**config.mk**
```make
export PLATFORM = sky130hd
export DESIGN_NAME = fft_frame_loader_flat
export DESIGN_NICKNAME = d
export VERILOG_FILES = /design/src/rtl/fft_frame_loader_if.sv /design/src/rtl/fft_frame_loader.sv /design/src/flat_wrapper.sv
export SDC_FILE = /design/constraint.sdc
export NUM_CORES = 1
export LEC_CHECK = 0
export CAP_MARGIN = 20
export CELL_PAD_IN_SITES_DETAIL_PLACEMENT = 2
export CELL_PAD_IN_SITES_GLOBAL_PLACEMENT = 2
export CORE_MARGIN = 8
export CORE_UTILIZATION = 25
export DETAILED_ROUTE_END_ITERATION = 12
export PLACE_DENSITY = 0.82
export SLEW_MARGIN = 10
export SYNTH_ARGS = -nofsm -noshare
export SYNTH_HDL_FRONTEND = slang
export SYNTH_SLANG_ARGS = --single-unit
```
**constraint.sdc**
```tcl
create_clock -name clk -period 1.5 [get_ports clk]
set_input_delay 0.15 -clock clk [delete_from_list [all_inputs] [get_ports clk]]
set_output_delay 0.15 -clock clk [all_outputs]
set_load 0.01 [all_outputs]
```
**src/rtl/fft_frame_loader_if.sv**
```systemverilog
// Sample-in / FFT-memory-out bundle for the frame loader.
interface fft_frame_loader_if #(
  parameter int DATA_WIDTH   = 18,
  parameter int ADDR_WIDTH   = 4,
  parameter int SAMPLE_WIDTH = 12
);
  logic                    sample_valid;
  logic [SAMPLE_WIDTH-1:0] sample_data;
  logic                    fft_done;
  logic                    mic_we;
  logic [ADDR_WIDTH-1:0]   mic_addr;
  logic [DATA_WIDTH-1:0]   mic_data;
  logic                    fft_start;
  logic                    busy;
  logic [7:0]              overrun;

  modport master (
    input  sample_valid,
    input  sample_data,
    input  fft_done,
    output mic_we,
    output mic_addr,
    output mic_data,
    output fft_start,
    output busy,
    output overrun
  );

  modport slave (
    output sample_valid,
    output sample_data,
    output fft_done,
    input  mic_we,
    input  mic_addr,
    input  mic_data,
    input  fft_start,
    input  busy,
    input  overrun
  );
endinterface

```
**src/rtl/fft_frame_loader.sv**
```systemverilog
// Loads ADC frames into FFT memory and kicks the FFT engine.
// Optional Hann windowing when HANN_WINDOW_EN is defined.
module fft_frame_loader #(
  parameter int DATA_WIDTH   = 18,
  parameter int ADDR_WIDTH   = 4,
  parameter int SAMPLE_WIDTH = 12,
  parameter int GAIN_SHIFT   = 4
) (
  input  logic                clk,
  input  logic                rst,
  fft_frame_loader_if.master  bus
);

  localparam int DW = DATA_WIDTH;
  localparam int AW = ADDR_WIDTH;
  localparam int SW = SAMPLE_WIDTH;
  localparam int N  = 2 ** AW;
  localparam logic [AW-1:0] LAST = AW'(N - 1);

  typedef enum logic [2:0] {
    IDLE,
    FILL,
    START,
    WAIT_ACK,
    WAIT_DONE
  } state_t;

  state_t state, nxt;

  logic [AW-1:0]        n;
  logic                 full;
  logic                 we_q;
  logic [AW-1:0]        addr_q;
  logic signed [DW-1:0] data_q;
  logic [7:0]           ovr;

  logic accept;
  logic abort;
  logic drop;
  logic last_wr;

  logic signed [SW-1:0] centered;
  logic signed [DW-1:0] ext;
  logic signed [DW-1:0] cond;

  // Offset-binary to two's complement is an MSB flip.
  assign centered = {~bus.sample_data[SW-1],
                     bus.sample_data[SW-2:0]};
  assign ext  = {{(DW-SW){centered[SW-1]}}, centered};
  assign cond = ext <<< GAIN_SHIFT;

  assign accept = (state == FILL) && bus.fft_done
               && !full && bus.sample_valid;
  assign abort  = (state == FILL) && !bus.fft_done;
  assign drop   = bus.sample_valid && !accept;
  assign last_wr = we_q && (addr_q == LAST);

  always_ff @(posedge clk) begin
    if (!rst) state <= IDLE;
    else      state <= nxt;
  end

  always_comb begin
    nxt = state;
    unique case (state)
      IDLE:      if (bus.fft_done) nxt = FILL;
      FILL: begin
        if (!bus.fft_done) nxt = WAIT_DONE;
        else if (last_wr)  nxt = START;
      end
      START:     nxt = WAIT_ACK;
      WAIT_ACK:  if (!bus.fft_done) nxt = WAIT_DONE;
      WAIT_DONE: if (bus.fft_done) nxt = FILL;
      default:   nxt = IDLE;
    endcase
  end

  always_ff @(posedge clk) begin
    if (!rst) begin
      n    <= '0;
      full <= 1'b0;
      ovr  <= '0;
    end else begin
      if (state != FILL || abort) begin
        n    <= '0;
        full <= 1'b0;
      end else if (accept) begin
        n <= n + 1'b1;
        if (n == LAST) full <= 1'b1;
      end
      if (drop && ovr != 8'hFF) ovr <= ovr + 8'd1;
    end
  end

`ifdef HANN_WINDOW_EN
  function automatic logic signed [DW-1:0] hann(int k);
    real c;
    c = (2.0 ** (DW - 1) - 1.0) * 0.5
      * (1.0 - $cos(2.0 * 3.141592653589793 * k / N));
    return DW'($rtoi(c + 0.5));
  endfunction

  logic signed [DW-1:0]   wtab [N];
  logic                   v1;
  logic [AW-1:0]          a1;
  logic signed [DW-1:0]   d1;
  logic signed [2*DW-1:0] prod;
  logic signed [2*DW-1:0] prod_sh;

  for (genvar g = 0; g < N; g++) begin : g_w
    localparam logic signed [DW-1:0] C = hann(g);
    assign wtab[g] = C;
  end

  assign prod    = d1 * wtab[a1];
  assign prod_sh = prod >>> (DW - 1);

  always_ff @(posedge clk) begin
    if (!rst) begin
      v1     <= 1'b0;
      a1     <= '0;
      d1     <= '0;
      we_q   <= 1'b0;
      addr_q <= '0;
      data_q <= '0;
    end else begin
      v1 <= accept;
      if (accept) begin
        a1 <= n;
        d1 <= cond;
      end
      we_q <= v1 && !abort;
      if (v1 && !abort) begin
        addr_q <= a1;
        data_q <= prod_sh[DW-1:0];
      end
    end
  end
`else
  always_ff @(posedge clk) begin
    if (!rst) begin
      we_q   <= 1'b0;
      addr_q <= '0;
      data_q <= '0;
    end else begin
      we_q <= accept;
      if (accept) begin
        addr_q <= n;
        data_q <= cond;
      end
    end
  end
`endif

  // The memory port belongs to the engine whenever fft_done is low.
  assign bus.mic_we    = we_q && bus.fft_done;
  assign bus.mic_addr  = addr_q;
  assign bus.mic_data  = data_q;
  assign bus.fft_start = (state == START);
  assign bus.busy      = (state == START)
                      || (state == WAIT_ACK)
                      || (state == WAIT_DONE);
  assign bus.overrun   = ovr;

endmodule
```
**src/flat_wrapper.sv**
```systemverilog
// flat-port wrapper written by rule: the top's interface ports become plain ports
module fft_frame_loader_flat 
#(
  parameter int DATA_WIDTH   = 18,
  parameter int ADDR_WIDTH   = 4,
  parameter int SAMPLE_WIDTH = 12,
  parameter int GAIN_SHIFT   = 4
)
  (clk, rst, bus_sample_valid, bus_sample_data, bus_fft_done, bus_mic_we, bus_mic_addr, bus_mic_data, bus_fft_start, bus_busy, bus_overrun);
  fft_frame_loader_if #(.DATA_WIDTH(DATA_WIDTH), .ADDR_WIDTH(ADDR_WIDTH), .SAMPLE_WIDTH(SAMPLE_WIDTH)) bus_i ();
  input  logic clk;
  input  logic rst;
  input wire logic [$bits(bus_i.sample_valid)-1:0] bus_sample_valid;
  input wire logic [$bits(bus_i.sample_data)-1:0] bus_sample_data;
  input wire logic [$bits(bus_i.fft_done)-1:0] bus_fft_done;
  output wire logic [$bits(bus_i.mic_we)-1:0] bus_mic_we;
  output wire logic [$bits(bus_i.mic_addr)-1:0] bus_mic_addr;
  output wire logic [$bits(bus_i.mic_data)-1:0] bus_mic_data;
  output wire logic [$bits(bus_i.fft_start)-1:0] bus_fft_start;
  output wire logic [$bits(bus_i.busy)-1:0] bus_busy;
  output wire logic [$bits(bus_i.overrun)-1:0] bus_overrun;
  assign bus_i.sample_valid = bus_sample_valid;
  assign bus_i.sample_data = bus_sample_data;
  assign bus_i.fft_done = bus_fft_done;
  assign bus_mic_we = bus_i.mic_we;
  assign bus_mic_addr = bus_i.mic_addr;
  assign bus_mic_data = bus_i.mic_data;
  assign bus_fft_start = bus_i.fft_start;
  assign bus_busy = bus_i.busy;
  assign bus_overrun = bus_i.overrun;
  fft_frame_loader #(.DATA_WIDTH(DATA_WIDTH), .ADDR_WIDTH(ADDR_WIDTH), .SAMPLE_WIDTH(SAMPLE_WIDTH), .GAIN_SHIFT(GAIN_SHIFT)) u_core (.clk(clk), .rst(rst), .bus(bus_i));
endmodule
```
Word level (Yosys, flattened, before mapping)
Cells that the tools add are included.
Cells by class
  eq/ne operators: 11
  add/sub/neg operators: 2
  bitwise operators: 2
  muxes and demuxes: 5
  reductions and logical operators: 19
Operators with widths (count)
  $mux W3: 4
  $pmux W3 S4: 1
  $add A8 B1 Y8 const B: 1
  $eq A4 B4 Y1 const B: 2
  $logic_and A1 B1 Y1: 8
  $ne A8 B8 Y1 const B: 1
  $eq A3 B2 Y1 const B: 2
  $add A4 B1 Y4 const B: 1
  $reduce_or A2 Y1: 2
  $eq A3 B1 Y1 const B: 1
  $eq A3 B3 Y1 const B: 1
  $logic_not A1 Y1: 3
  $logic_not A3 Y1: 1
  $logic_or A1 B1 Y1: 3
  $ne A3 B1 Y1 const B: 1
  $ne A3 B2 Y1 const B: 1
  $reduce_and A3 Y1: 1
  $ne A2 B1 Y1 const B: 1
  $ne A2 B2 Y1 const B: 1
  $not A1 Y1: 2
  $reduce_and A2 Y1: 1
Word-level totals
  input bits: 16
  output and inout port bits: 33
  bits in registers: 33

Longest topological paths before layout
Gate-level depths: netlist (run 1).
  word-level depth: 7
  mapped depth: 5
  depth with buffers taken out: 5

Least setup slack after synthesis (run 1)
No wires, ideal clock.
  path kind: register to register
  from: register u_core.ovr[0] (netlist: u_core.bus.overrun[0])
  to: register u_core.ovr[4] (netlist: u_core.bus.overrun[4])
  setup slack: 48 ps
  buffers on the path: 0
  arrival time: 1382 ps
  library setup time: 70 ps
  cell stages (with the launch flop): 6
  clock period less this slack: 1452 ps
  required time: 1430 ps
  cells stage by stage: dfxtp_1 -> ha_1 -> nand4_1 -> nor2_1 -> or4_1 -> a21oi_1
On the way
  word-level cells in the longest chain between the ends: 2
  elaborated cells on any way between the ends: 3
  those cells by class: 1 x add/sub; 1 x eq/ne; 1 x reduce/logical
RTL lines
  from (decl): line fft_frame_loader.sv:35  | logic [7:0] ovr;
  from (signal assigned): line fft_frame_loader.sv:91  | if (drop && ovr != 8'hFF) ovr <= ovr + 8'd1;
  parallel branches: the longest is 2 deep, another holds $add A8 B1 Y8
Several ways; the timed one is not identified.
A chain may end at the register's enable or synchronous reset.

Final worst setup path (run 1)
  from: register u_core.state[2]
  to: register u_core.ovr[0] (netlist: u_core.bus.overrun[0])
On the way
  word-level cells in the longest chain between the ends: 7
RTL lines
  from (decl): line fft_frame_loader.sv:28  | state_t state, nxt;
  from (signal assigned): line fft_frame_loader.sv:60  | else state <= nxt;
  $eq A3 B1 Y1: line fft_frame_loader.sv:52  | assign accept = (state == FILL) && bus.fft_done
  $logic_and A1 B1 Y1: line fft_frame_loader.sv:52
  $logic_and A1 B1 Y1 (2 in a row): line fft_frame_loader.sv:53  | && !full && bus.sample_valid;
  $logic_not A1 Y1: line fft_frame_loader.sv:55  | assign drop = bus.sample_valid && !accept;
  $logic_and A1 B1 Y1: line fft_frame_loader.sv:55
  $logic_and A1 B1 Y1: line fft_frame_loader.sv:91
No other way between the ends.

==> flow_summary_export.csv, run 1 <==
group,metric,value,unit
layout,design_area,2230,um2
clocking,clkTransAtPathRegs,0.07,ns
layout,register_area,671,um2
timing,timing.final.crit_share,99.2,%
clocking,cts_sinks,33,
synth,ys_warn_count,0,
placed_design,gp_congestion,0.712,
layout,antenna_cells,0,
drt,drt_iter0_drc,71,
global_route,antenna_found_initial,0,
timing,final-hold-violation-count,0,
timing,holdWs,0.303,ns
placed_design,portBuffers,44,
placed_design,post-dp-hpwl,3.77,mm
drt,drtPass1Iterations,5,
floorplan,io_pins,49,
power,leakagePower,0.826,nW
layout,mostFrequentLayoutCells,"nand2_1, clkdlybuf4s50_1, dfxtp_1",
floorplan,coreArea,5510,um2
synth,avgSynthCellArea,8.33,um2
outcome,outcome,"finished, final reports clean",
timing,setup_viol,0,
global_route,grt_overflow,0,
global_route,grtUsageTotal,12.8,%
drt,drcViolationCount,0,
worst_setup_path,critical_path.max_fanout,7,
drt,drtAntennaViolNets,0,
layout,instances_no_fill,304,
run,max_cap_violations,0,
synth,synth_area,1420,um2
synth,synth_edf_count,0,
power,ir_drop,0.000452,V
clocking,numCtsBuffers,5,
layout,syn_to_final_growth,56.5,%
synth,synth_cell_type_count,36,
drt,num_vias,1466,
synth,ys_ff_latch,33,
clocking,h-tree-depth,2,
timing,finalMaxSlewViolations,0,
global_route,grt_max_degree,18,
clocking,ctsHoldBuffers,0,
clocking,cts_tree,"built",
timing,finalClockSkew,0.00672,ns
timing,rsz0062_at_grt,"yes",
drt,drt-vias-per-instance,4.82,
drt,avgRoutedWirePerCell,17.5,um
global_route,grt_pass1_vias,1588,
floorplan,dieWidth,91.5,um
synth,yosysSeqAreaShare,46.4,%
floorplan,die-area,8370,um2
drt,wirelength,5.31,mm
hold_path,hold_class,"in -> reg",
worst_setup_path,required,1.72,ns
worst_setup_path,crit_type,"reg -> reg",
floorplan,start_util,25.9,%
floorplan,die_h,91.5,um
layout,fin_nets,249,
floorplan,rows,27,
layout,nFillCells,619,
synth,synthCells,171,
worst_setup_path,end_kind,"flip-flop",
worst_setup_path,reg2reg_depth,6,
timing,period_minus_slack,1.49,ns
clocking,cts_root_buffer,"clkbuf_8",
placed_design,placed_area,2040,um2
power,p_per_area,968,nW/um2
synth,synth_top_flop_cell,"dfxtp_1",
layout,multiInputGateArea,726,um2
worst_setup_path,cp.arrival,1.71,ns
worst_setup_path,start_kind,"flip-flop",
clocking,clk_latency,0.29,ns
synth,async_flop_share,0,%
clocking,cts_max_path_buffers,2,
timing,max_freq,672,MHz
layout,drive_gt1_share,19.4,%
hold_path,min_delay_path_depth,3,
placed_design,post-place-cells,296,
layout,layout.cells.most_common,"nand2_1",
global_route,grt_pass1_wl,8.58,mm
layout,final_util,40.5,%
Yosys cell counts, drive strengths merged, types with 2 or more instances:
library cell | number | share of area, %
a211oi | 2 | 1.1
a21oi | 23 | 8.1
buf | 9 | 4.6
clkbuf | 3 | 0.79
dfxtp | 33 | 46
ha | 2 | 1.8
inv | 5 | 1.3
mux2i | 2 | 1.4
nand2 | 40 | 11
nand2b | 4 | 1.8
nand3 | 3 | 1.1
nand4b | 2 | 1.2
nor2 | 10 | 2.6
nor3 | 2 | 0.70
o21ai | 6 | 2.1
o31ai | 4 | 2.5
or3 | 5 | 2.2
routing by layer:
layer | vias up | GRT usage (%) | part of all wire, %
met3 | 7 | 3.21 | 3.9
met5 | - | 0 | 0
li1 | 701 | - | -
met4 | 0 | 5.46 | 1.6
met2 | 30 | 23.1 | 55
met1 | 728 | 13.8 | 39
logic make-up (layout without fill, tap and decap cells):
group	after synthesis	count (layout)	share of synthesized area, %
adders and majority gates	2	2	1.76
DFF	33	33	46.4
xor gates and xnor gates	2	2	1.23
and+or+nand+nor	74	74	25.7
muxes	2	2	1.41
other	1	4	0.263
AOI/OAI and AO/OA	40	40	16.5
buffers and inverters	17	75	6.68
power breakdown:
group	total [mW]	switching (mW)	internal (mW)
clock	1.02	0.357	0.660
combinational	0.228	0.107	0.120
sequential	0.912	0.0174	0.894
total	2.16	0.482	1.68
worst paths after layout:
path	startpoint	endpoint	slack, ns
setup / recovery	u_core.state[2]	u_core.bus.overrun[0]	0.01
hold / removal	bus_fft_done	u_core.state[2]	0.30
setup reg to reg	u_core.state[2]	u_core.bus.overrun[0]	0.01
hold reg to reg	u_core.bus.mic_data[4]	u_core.bus.mic_data[4]	0.46
final cells by class:
type	instances	area share, %
Timing Repair Buffer	62	26.4
Tap cell	72	4.04
Clock inverter	3	2.92
Clock buffer	5	3.09
Sequential cell	33	30.1
Multi-Input combinational cell	124	32.6
Inverter	5	0.842
what timing repair did:
item,4_1_cts,5_1_grt
endpoints found under the setup margin,8,11
setup buffers,0,0
pin swaps,2,0
gates resized for setup,15,12
gates cloned,0,0
hold endpoints to repair,0,0
through the flow:
stage / setup TNS [ns] / setup slack, ns / power, mW
global placement: -2.45 / -0.171 / 1.14
detailed placement: -4.37 / -0.289 / 1.15
global route: -0.0889 / -0.0348 / 2.24
finish: 0 / 0.0117 / 2.16
CTS: 0 / 0.00539 / 2.18
floorplan: 0 / 0.0480 / 1.02
worst max-delay path, stage by stage (launching register included):
cell,delay [ns]
dfxtp_2,0.36
nand2b_4,0.14
o31ai_2,0.06
buf_4,0.18
buf_4,0.15
or3_1,0.38
a21oi_2,0.16
registers in the layout, indices dropped and copies added (netlist names):
name / flops
u_core.bus.overrun: 8
u_core.full: 1
u_core.bus.mic_addr: 4
u_core.state: 3
u_core.bus.mic_data: 12
u_core.n: 4
u_core.we_q: 1
Power figures use the tool's default switching activity.
==> inputs of run 2 (changes only) <==
- GPL_TIMING_DRIVEN: default -> 0
- RECOVER_POWER: default -> 25
==> run 2 against run 1 <==
Via count fell by 2.4%. Design area fell by 0.95%. Fmax rose by 0.40%. Die area did not move. Critical path type unchanged. Critical endpoint is now u_core.n[3]. Highest routed layer unchanged.
==> flow_summary_export.csv, run 2 (synthesized netlist as in run 1, its figures left out) <==
group,metric,value,unit
floorplan,rows,27,
timing,final-hold-violation-count,0,
timing,period_minus_slack,1.48,ns
layout,antenna_cells,0,
floorplan,die_h,91.5,um
global_route,grt_pass1_vias,1457,
timing,max_freq,675,MHz
floorplan,dieWidth,91.5,um
timing,finalClockSkew,0.00563,ns
layout,register_area,669,um2
placed_design,post-dp-hpwl,3.43,mm
worst_setup_path,cp.arrival,1.69,ns
worst_setup_path,required,1.71,ns
timing,tns,0,ns
worst_setup_path,end_kind,"flip-flop",
floorplan,start_util,25.9,%
clocking,cts_sinks,33,
timing,timing.final.crit_share,98.8,%
global_route,grtUsageTotal,10.6,%
clocking,clk_latency,0.28,ns
clocking,clkTransAtPathRegs,0.07,ns
floorplan,io_pins,49,
drt,drt_iter0_drc,41,
run,max_cap_violations,0,
layout,design_area,2210,um2
layout,nFillCells,611,
worst_setup_path,path_cells,"and4bb_4, nand3b_4, or3_1, a21oi_1",
worst_setup_path,reg2reg_to,"u_core.n[3]",
worst_setup_path,max_stage_delay,0.39,ns
drt,wirelength,4.99,mm
worst_setup_path,reg2reg_depth,4,
outcome,outcome,"finished, final reports clean",
worst_setup_path,critical_path.max_fanout,9,
global_route,grt_overflow,0,
layout,layout.cells.most_common,"clkdlybuf4s50_1",
layout,fin_nets,250,
layout,final_util,40.1,%
drt,drtPass1Iterations,4,
clocking,cts_max_path_buffers,2,
power,p_per_area,825,nW/um2
worst_setup_path,reg2reg_from,"u_core.state[2]",
worst_setup_path,crit_type,"reg -> reg",
layout,multiInputGateArea,742,um2
clocking,cts_root_buffer,"clkbuf_8",
floorplan,die-area,8370,um2
drt,drcViolationCount,0,
layout,largest_reg_flops,12,
placed_design,portBuffers,44,
floorplan,coreArea,5510,um2
hold_path,hold_class,"in -> reg",
drt,avgRoutedWirePerCell,16.4,um
worst_setup_path,crit_slowest_cell,"or3_1",
clocking,ctsHoldBuffers,0,
timing,setup_viol,0,
layout,mostFrequentLayoutCells,"clkdlybuf4s50_1, nand2_1, dfxtp_1",
layout,drive_gt1_share,19.4,%
timing,rsz0062_at_grt,"yes",
clocking,h-tree-depth,2,
timing,finalMaxSlewViolations,0,
power,ir_drop,0.000407,V
placed_design,gp_congestion,0.727,
drt,num_vias,1431,
layout,syn_to_final_growth,55.0,%
worst_setup_path,crit_start,"u_core.state[2]",
power,leakagePower,0.782,nW
worst_setup_path,start_kind,"flip-flop",
global_route,grt_max_degree,11,
clocking,numCtsBuffers,5,
global_route,antenna_found_initial,0,
drt,drtAntennaViolNets,0,
power,fin_total_pwr,1.82,mW
placed_design,placed_area,1970,um2
worst_setup_path,r2r_setup_slack,0.02,ns
worst_setup_path,critPathCapture,"u_core.n[3]",
clocking,cts_tree,"built",
drt,drt-vias-per-instance,4.71,
global_route,grt_pass1_wl,7.29,mm
-- run 2: changes by cell type in the layout (fill, tap and decap cells not counted), moves of 2 or more --
| cell | previous run | this run |
|---|---|---|
| clkdlybuf4s50_1 | 38 | 41 |
| clkbuf_2 | 1 | 3 |
| bufinv_16 | 2 | 0 |
| dlygate4sd2_1 | 1 | 3 |
| buf_4 | 17 | 13 |
| dfxtp_2 | 5 | 7 |
| dlymetal6s2s_1 | 3 | 0 |
-- run 2: metrics by stage --
step	setup slack, ns	cells	hold slack [ns]
2_1_floorplan	0.0480	174	0.228
3_3_place_gp	-0.313	290	0.443
6_report	0.0177	304	0.330
5_1_grt	-0.0521	304	0.335
4_1_cts	0.00402	297	0.304
3_5_place_dp	-0.312	290	0.451
-- run 2: layer usage --
| layer | up-vias | wire length, um | global-route usage, % |
|---|---|---|---|
| li1 | 700 | - | - |
| met1 | 704 | 2140 | 11.8 |
| met2 | 25 | 2610 | 18.3 |
| met3 | 2 | 173 | 3.13 |
| met4 | 0 | 61 | 4.50 |
| met5 | - | 0 | 0 |
-- run 2: worst min-delay path by stage --
stage	startpoint	end	slack, ns	cells after the start
2_1_floorplan	bus_fft_done	u_core.state[2]	0.23	1
3_3_place_gp	u_core.bus.mic_data[7]	u_core.bus.mic_data[7]	0.44	2
3_5_place_dp	u_core.bus.mic_data[12]	u_core.bus.mic_data[12]	0.45	2
4_1_cts	bus_fft_done	u_core.state[2]	0.30	2
5_1_grt	bus_fft_done	u_core.state[2]	0.34	2
6_report	bus_fft_done	u_core.state[2]	0.33	2
-- run 2: layout make-up --
class / instances / share of cell area, %
plain buffers: 12 / 4.25
repair buffers: 51 / 23.0
well taps: 72 / 4.08
inverters: 5 / 0.850
multi-input cells: 124 / 33.6
clock buffers: 7 / 3.91
flip-flops and latches: 33 / 30.3
-- run 2: timing repair --
action | 4_1_cts | 5_1_grt
gates cloned | 0 | 1
pin swaps | 1 | 2
setup buffers | 0 | 6
endpoints found under the setup margin | 22 | 23
resized for setup | 13 | 19
-- run 2: worst max-delay path: cells and delay by family (launching register included) --
family / cells / cell delay, ns
compound gates: 1 / 0.15
flops: 1 / 0.35
simple gates: 3 / 0.91
-- run 2: where the power goes --
group	leakage (nW)	total (mW)	switching, mW	internal, mW
Sequential	0.270	0.916	0.0201	0.896
Combinational	0.468	0.225	0.103	0.122
Clock	0.0443	0.679	0.315	0.364
